<file path="config.mk">
export PLATFORM = sky130hd
export DESIGN_NAME = cdb_arbiter
export DESIGN_NICKNAME = d
export VERILOG_FILES = /design/src/rtl/cdb_arbiter.sv
export SDC_FILE = /design/constraint.sdc
export NUM_CORES = 1
export LEC_CHECK = 0
export BUFFER_PORTS_ARGS = -buffer_cell sky130_fd_sc_hd__buf_4
export CORE_MARGIN = 8
export CORE_UTILIZATION = 30
export DETAILED_ROUTE_END_ITERATION = 10
export GPL_TIMING_DRIVEN = 1
export SYNTH_ARGS = -nofsm -noshare
export SYNTH_HDL_FRONTEND = slang
export SYNTH_SLANG_ARGS = --single-unit
</file>
<file path="constraint.sdc">
create_clock -name clk -period 1.86 [get_ports clk]
set_input_delay 0.093 -clock clk [delete_from_list [all_inputs] [get_ports clk]]
set_output_delay 0.093 -clock clk [all_outputs]
set_load 0.02 [all_outputs]
</file>
<file path="src/rtl/cdb_arbiter.sv">
// Common data bus arbiter: picks one finished execution-unit result per cycle
// (starved requesters first, then fixed priority by index) and registers it onto the CDB.
module cdb_arbiter #(
  parameter int N_REQ        = 4,
  parameter int TAG_W        = 6,
  parameter int DATA_W       = 32,
  parameter int STARVE_LIMIT = 8
) (
  input  logic                    clk,
  input  logic                    rst,
  input  logic [N_REQ-1:0]        req,
  input  logic [N_REQ*TAG_W-1:0]  req_tag,
  input  logic [N_REQ*DATA_W-1:0] req_data,
  input  logic [N_REQ*4-1:0]      req_flags,
  output logic [N_REQ-1:0]        grant,
  output logic                    cdb_valid,
  output logic [TAG_W-1:0]        cdb_tag,
  output logic [DATA_W-1:0]       cdb_data,
  output logic                    cdb_branch,
  output logic                    cdb_branch_taken,
  output logic                    cdb_jalr,
  output logic                    cdb_store_pc,
  output logic [N_REQ-1:0]        starved
);

  localparam logic [7:0] LIMIT = 8'(STARVE_LIMIT);

  logic [N_REQ-1:0][7:0] age;
  logic [N_REQ-1:0][7:0] age_next;
  logic [N_REQ-1:0]      starve_req;
  logic [N_REQ-1:0]      pick;
  logic [N_REQ-1:0]      grant_raw;
  logic [TAG_W-1:0]      win_tag;
  logic [DATA_W-1:0]     win_data;
  logic [3:0]            win_flags;

  // starved mirrors age==LIMIT, so it can stand in for the age compare here
  always_comb begin
    starve_req = req & starved;
    pick       = (|starve_req) ? starve_req : req;
    grant_raw  = '0;
    for (int i = N_REQ - 1; i >= 0; i--) begin
      if (pick[i]) begin
        grant_raw    = '0;
        grant_raw[i] = 1'b1;
      end
    end
    grant = rst ? grant_raw : '0;
  end

  always_comb begin
    win_tag   = '0;
    win_data  = '0;
    win_flags = '0;
    for (int i = 0; i < N_REQ; i++) begin
      if (grant[i]) begin
        win_tag   = req_tag[i*TAG_W +: TAG_W];
        win_data  = req_data[i*DATA_W +: DATA_W];
        win_flags = req_flags[i*4 +: 4];
      end
    end
  end

  always_comb begin
    for (int i = 0; i < N_REQ; i++) begin
      if (req[i] && !grant[i]) begin
        age_next[i] = (age[i] == LIMIT) ? age[i] : age[i] + 8'd1;
      end else begin
        age_next[i] = 8'd0;
      end
    end
  end

  // tag/data hold when idle; flags are zeroed so an invalid cycle never looks like a branch
  always_ff @(posedge clk) begin
    if (!rst) begin
      cdb_valid        <= 1'b0;
      cdb_tag          <= '0;
      cdb_data         <= '0;
      cdb_branch       <= 1'b0;
      cdb_branch_taken <= 1'b0;
      cdb_jalr         <= 1'b0;
      cdb_store_pc     <= 1'b0;
    end else begin
      cdb_valid <= |grant;
      if (|grant) begin
        cdb_tag          <= win_tag;
        cdb_data         <= win_data;
        cdb_branch       <= win_flags[3];
        cdb_branch_taken <= win_flags[2];
        cdb_jalr         <= win_flags[1];
        cdb_store_pc     <= win_flags[0];
      end else begin
        cdb_branch       <= 1'b0;
        cdb_branch_taken <= 1'b0;
        cdb_jalr         <= 1'b0;
        cdb_store_pc     <= 1'b0;
      end
    end
  end

  always_ff @(posedge clk) begin
    if (!rst) begin
      age     <= '0;
      starved <= '0;
    end else begin
      age <= age_next;
      for (int i = 0; i < N_REQ; i++) begin
        starved[i] <= (age_next[i] == LIMIT);
      end
    end
  end

endmodule

</file>
# == Yosys cells after proc, flatten, opt, wreduce, memory -nomap -nowiden ==
# Cells that the tools add are included.
# totals
register_bits,79
output_inout_bits,51
wordCells,62
# op_classes
n_addsub,4
n_eq_ne,8
muxes,26
bitwise_logic,1
n_reduce_logical,11
# ops
cell,n
$mux W32,4
$eq A8 B4 Y1 const B,8
$mux W8,8
$mux W4,10
$add A8 B1 Y8 const B,4
$mux W6,4
$reduce_or A4 Y1,2
$and A4 B4 Y4,1
$logic_and A1 B1 Y1,4
$logic_not A1 Y1,4
$reduce_and A2 Y1,1

# == Logic depth before layout (Yosys ltp) ==
# depth
ltp_word,12
ltp_mapped,8
depth_no_buf,6

# == Least setup slack after synthesis ==
# Ideal clock, no wire load.
# synth_path
path_kind,reg-to-reg
start,register starved[3]
end,register cdb_data[23]
arrival_time_ns,1.876
setup_slack_ns,-0.090
stages_incl_launch_ff,8
path_buffers,1
period_less_slack_ns,1.950
cell_sequence,dfxtp_1 a222oi_1 a21oi_1 nand3_2 inv_2 buf_2 nand2_1 a31oi_1
# synth_lines
element,line,text
from (decl),23,output logic [N_REQ-1:0] starved
"from (signal, indexed assignment)",109,starved[i] <= (age_next[i] == LIMIT);
$and A4 B4 Y4 (*),39,starve_req = req & starved;
$reduce_or A4 Y1,40,pick = (|starve_req) ? starve_req : req;
$mux W4 (*),40,
$mux W4 (3 in a row),43,if (pick[i]) begin
$mux W4 (*),43,
$mux W4 (*),48,grant = rst ? grant_raw : '0;
net grant[3],15,"output logic [N_REQ-1:0] grant,"
$reduce_or A4 Y1 / $mux W32 (equally long branches),"86, 56",
to (signal assigned),88,cdb_data <= win_data;
to (decl),18,"output logic [DATA_W-1:0] cdb_data,"
# Mark *: on every way through the listed nets, which the timed path passes. The rest lies on a longest branch.
# A chain may end at the register's enable or synchronous reset.

# == Worst setup path in the final report ==
# layout_path
start,register starved[0]
end,register cdb_data[6]
# layout_between
elab_chain_len,11
# layout_lines
element,line,text
$and A4 B4 Y4 (*),39,
$reduce_or A4 Y1,40,
$mux W4 (*),40,
$mux W4 (2 in a row),43,
$mux W4 (*),43,
$mux W4 (*),48,
$mux W32 (4 in a row),56,if (grant[i]) begin
# Mark *: on every way between the ends. The rest lies on a longest branch, timed or not.

==> results.cfg <==
[power]
ir_worst_vdd_uv = 412
p_leak_nw = 3.52
p_per_area_nw_per_um2 = 596

[sta]
tns_ns = -1.17
skew_ns = 0.00833
rsz0062_at_grt = true
period_needed_ns = 1.92
relSlewSlack = 0.708
max_clock_freq_mhz = 520
setup_ws_ns = -0.0618
worstMarginPinSlew_ns = 0.437
finalCritPeriodShare = 1.03
setup_viol = 39
finalHoldViolations = 0
drv_slew = 0

[worst_hold_path]
worstHoldStart = req_data[106]
min_path_type = input port to flop

[grt]
overflow = 0
grt_pass1_vias = 5724
grt_max_degree = 34
grt_pass1_wl_um = 30600
grt_util_all_layers = 0.189
antenna_found_initial = 1

[layout]
drive_above_1_share = 0.392
final_common_cell = buf_4
fillerInstances = 1596
mostFrequentLayoutCells = buf_4, dfxtp_1, nand2_1, inv_1
nets = 1098
syn_to_final_growth_pct = 65.9
fin_cells = 1142

[clock_tree]
cts_inserted_buffers = 9
clkSinkCount = 79
clkTransAtPathRegs_ns = 0.07
cts-root-buf = clkbuf_16
tritoncts = yes
clk_path_buf_depth = 2
clock_latency_ns = 0.35
htreeDepth = 3

[synthesis]
yosysSeqAreaShare = 0.319
netlist_instances = 641
async_reset_ff_frac = 0
synth.yosys.warnings = 0
yosys-top-cells-area = dfxtp_1, o21ai_0, a221o_1
synth-xor-area-share = 0.0600
synth-seq-cells = 79
synth_largest_area_cell = dfxtp_1
synth_cell_types = 51
synth_edf_count = 0
synth.cell_area_um2 = 4960
synth_nets = 823
synth.area.mux_share = 0.00454
synth_compound_area_frac = 0.334
synthSimpleGateAreaFrac = 0.176
synthAdderAreaFrac = 0.0202
synth_area_per_cell_um2 = 7.75
synth_ff_type = dfxtp_1
yosysTopAreaCellShare = 0.319
synth_top_family_by_area = compound AO/OA/AOI/OAI gates

[place]
dpl.hpwl_um = 15200
finalWeightedCongestion = 0.839
io_buffers = 224
placed_cells = 1088

[worst_setup_path]
crit_type = flop to flop
cp.required_ns = 2.14
crit_fanout = 10
cp-end-kind = flop
cp-start-kind = flop
startpoint = starved[0]
worstPathArrival_ns = 2.21
r2r_start = starved[0]

[floorplanning]
start_util = 0.303
die_y_um = 145
rows = 47
fp.dieW_um = 145
io_pins = 225
fp.dieArea_um2 = 20900
core_area_um2 = 16400

[routing]
wirelength_um = 21000
drc_errors = 0
detail_route.first_pass.iterations = 5
drt_iter0_markers = 306
via_count = 5942
ant_nets = 0
vias_per_cell = 5.20
wl_per_cell_um = 18.4

[run_status]
violations = setup timing
status = finished with violations

[run]
cap_violations = 0
sequential cells by signal (all words and copies together), names as in the netlist:
signal / cells
starved: 4
cdb_tag: 6
cdb_data: 32
cdb_jalr: 1
cdb_branch: 1
cdb_store_pc: 1
cdb_branch_taken: 1
cdb_valid: 1
age: 32
power breakdown:
group          internal [mW]  switching [mW]  total, mW
Sequential              1.77          0.0497       1.82
Combinational          0.695           0.583       1.28
Clock                   1.04           0.767       1.81
Total                   3.51            1.40       4.91
layout make-up:
| class | count | area (um^2) | area share |
|---|---|---|---|
| clock buffer | 9 | 225 | 0.0273 |
| clock inverter | 7 | 71.3 | 0.00866 |
| timing repair buffer | 312 | 2780 | 0.337 |
| antenna | 1 | 2.50 | 0.000304 |
| sequential | 79 | 1590 | 0.193 |
| multi-input combinational | 464 | 3100 | 0.376 |
| inverter | 50 | 198 | 0.0240 |
| tap | 220 | 275 | 0.0334 |
synth_stat cells, types with 14 or more instances:
cell type   n
a221o_1    33
a22o_1     33
dfxtp_1    79
xnor2_1    18
o21ai_0    69
o21ai_1    14
clkbuf_1   21
nor2_1     50
inv_1      47
nand3_1    19
nand2_1    76
a31oi_1    37
xor2_1     16
buf_2      21
critical path: stages, from the launching register on:
cell and delay (ns):
dfxtp_4 0.37, a22oi_4 0.23, buf_6 0.16, a31oi_4 0.11, buf_6 0.16, a41oi_4 0.24
buf_12 0.19, clkbuf_16 0.17, o21ai_0 0.07, a31oi_1 0.15
worst paths after layout:
check	to	cells after the start	slack, ns
hold reg to reg	cdb_data[21]	1	0.46
setup / recovery	cdb_data[6]	9	-0.06
setup reg to reg	cdb_data[6]	9	-0.06
hold / removal	cdb_data[10]	3	0.007
repair_timing:
item	4_1_cts	5_1_grt
hold buffers	12	0
buffers inserted	17	3
hold endpoints to repair	12	0
cloned	3	5
endpoints found under the setup margin	50	52
pin swaps	18	20
resized for setup	27	54
stage by stage:
stage | power, mW | instance area (um^2) | hold slack (ns) | utilization | worst slack, ns
detailed placement | 2.97 | 7260 | 0.302 | 0.443 | -0.114
global route | 5.11 | 8240 | 0.00799 | 0.502 | -0.156
global placement | 2.96 | 7260 | 0.297 | 0.443 | -0.0101
finish | 4.91 | 8240 | 0.00732 | 0.502 | -0.0618
floorplan | 2.36 | 4980 | 0.202 | - | 0.00269
CTS | 4.90 | 8020 | 0.000336 | 0.489 | -0.0414
routing by layer:
metal	vias to the layer above	global-route usage	wire length, um
met5	-	0	0
met4	0	0.0712	682
met3	35	0.0472	1770
met2	213	0.335	10400
met1	2802	0.214	8180
li1	2892	-	-
logic make-up (layout without fill, tap and decap cells):
kind of cell    Yosys count  after routing
xor+xnor                 34             34
other cells               0              1
buf+inv                  98            378
mux                       2              2
simple gates            191            191
flops                    79             79
fa+ha+maj                 8              8
compound gates          229            229
(Power assumes the default switching activity.)
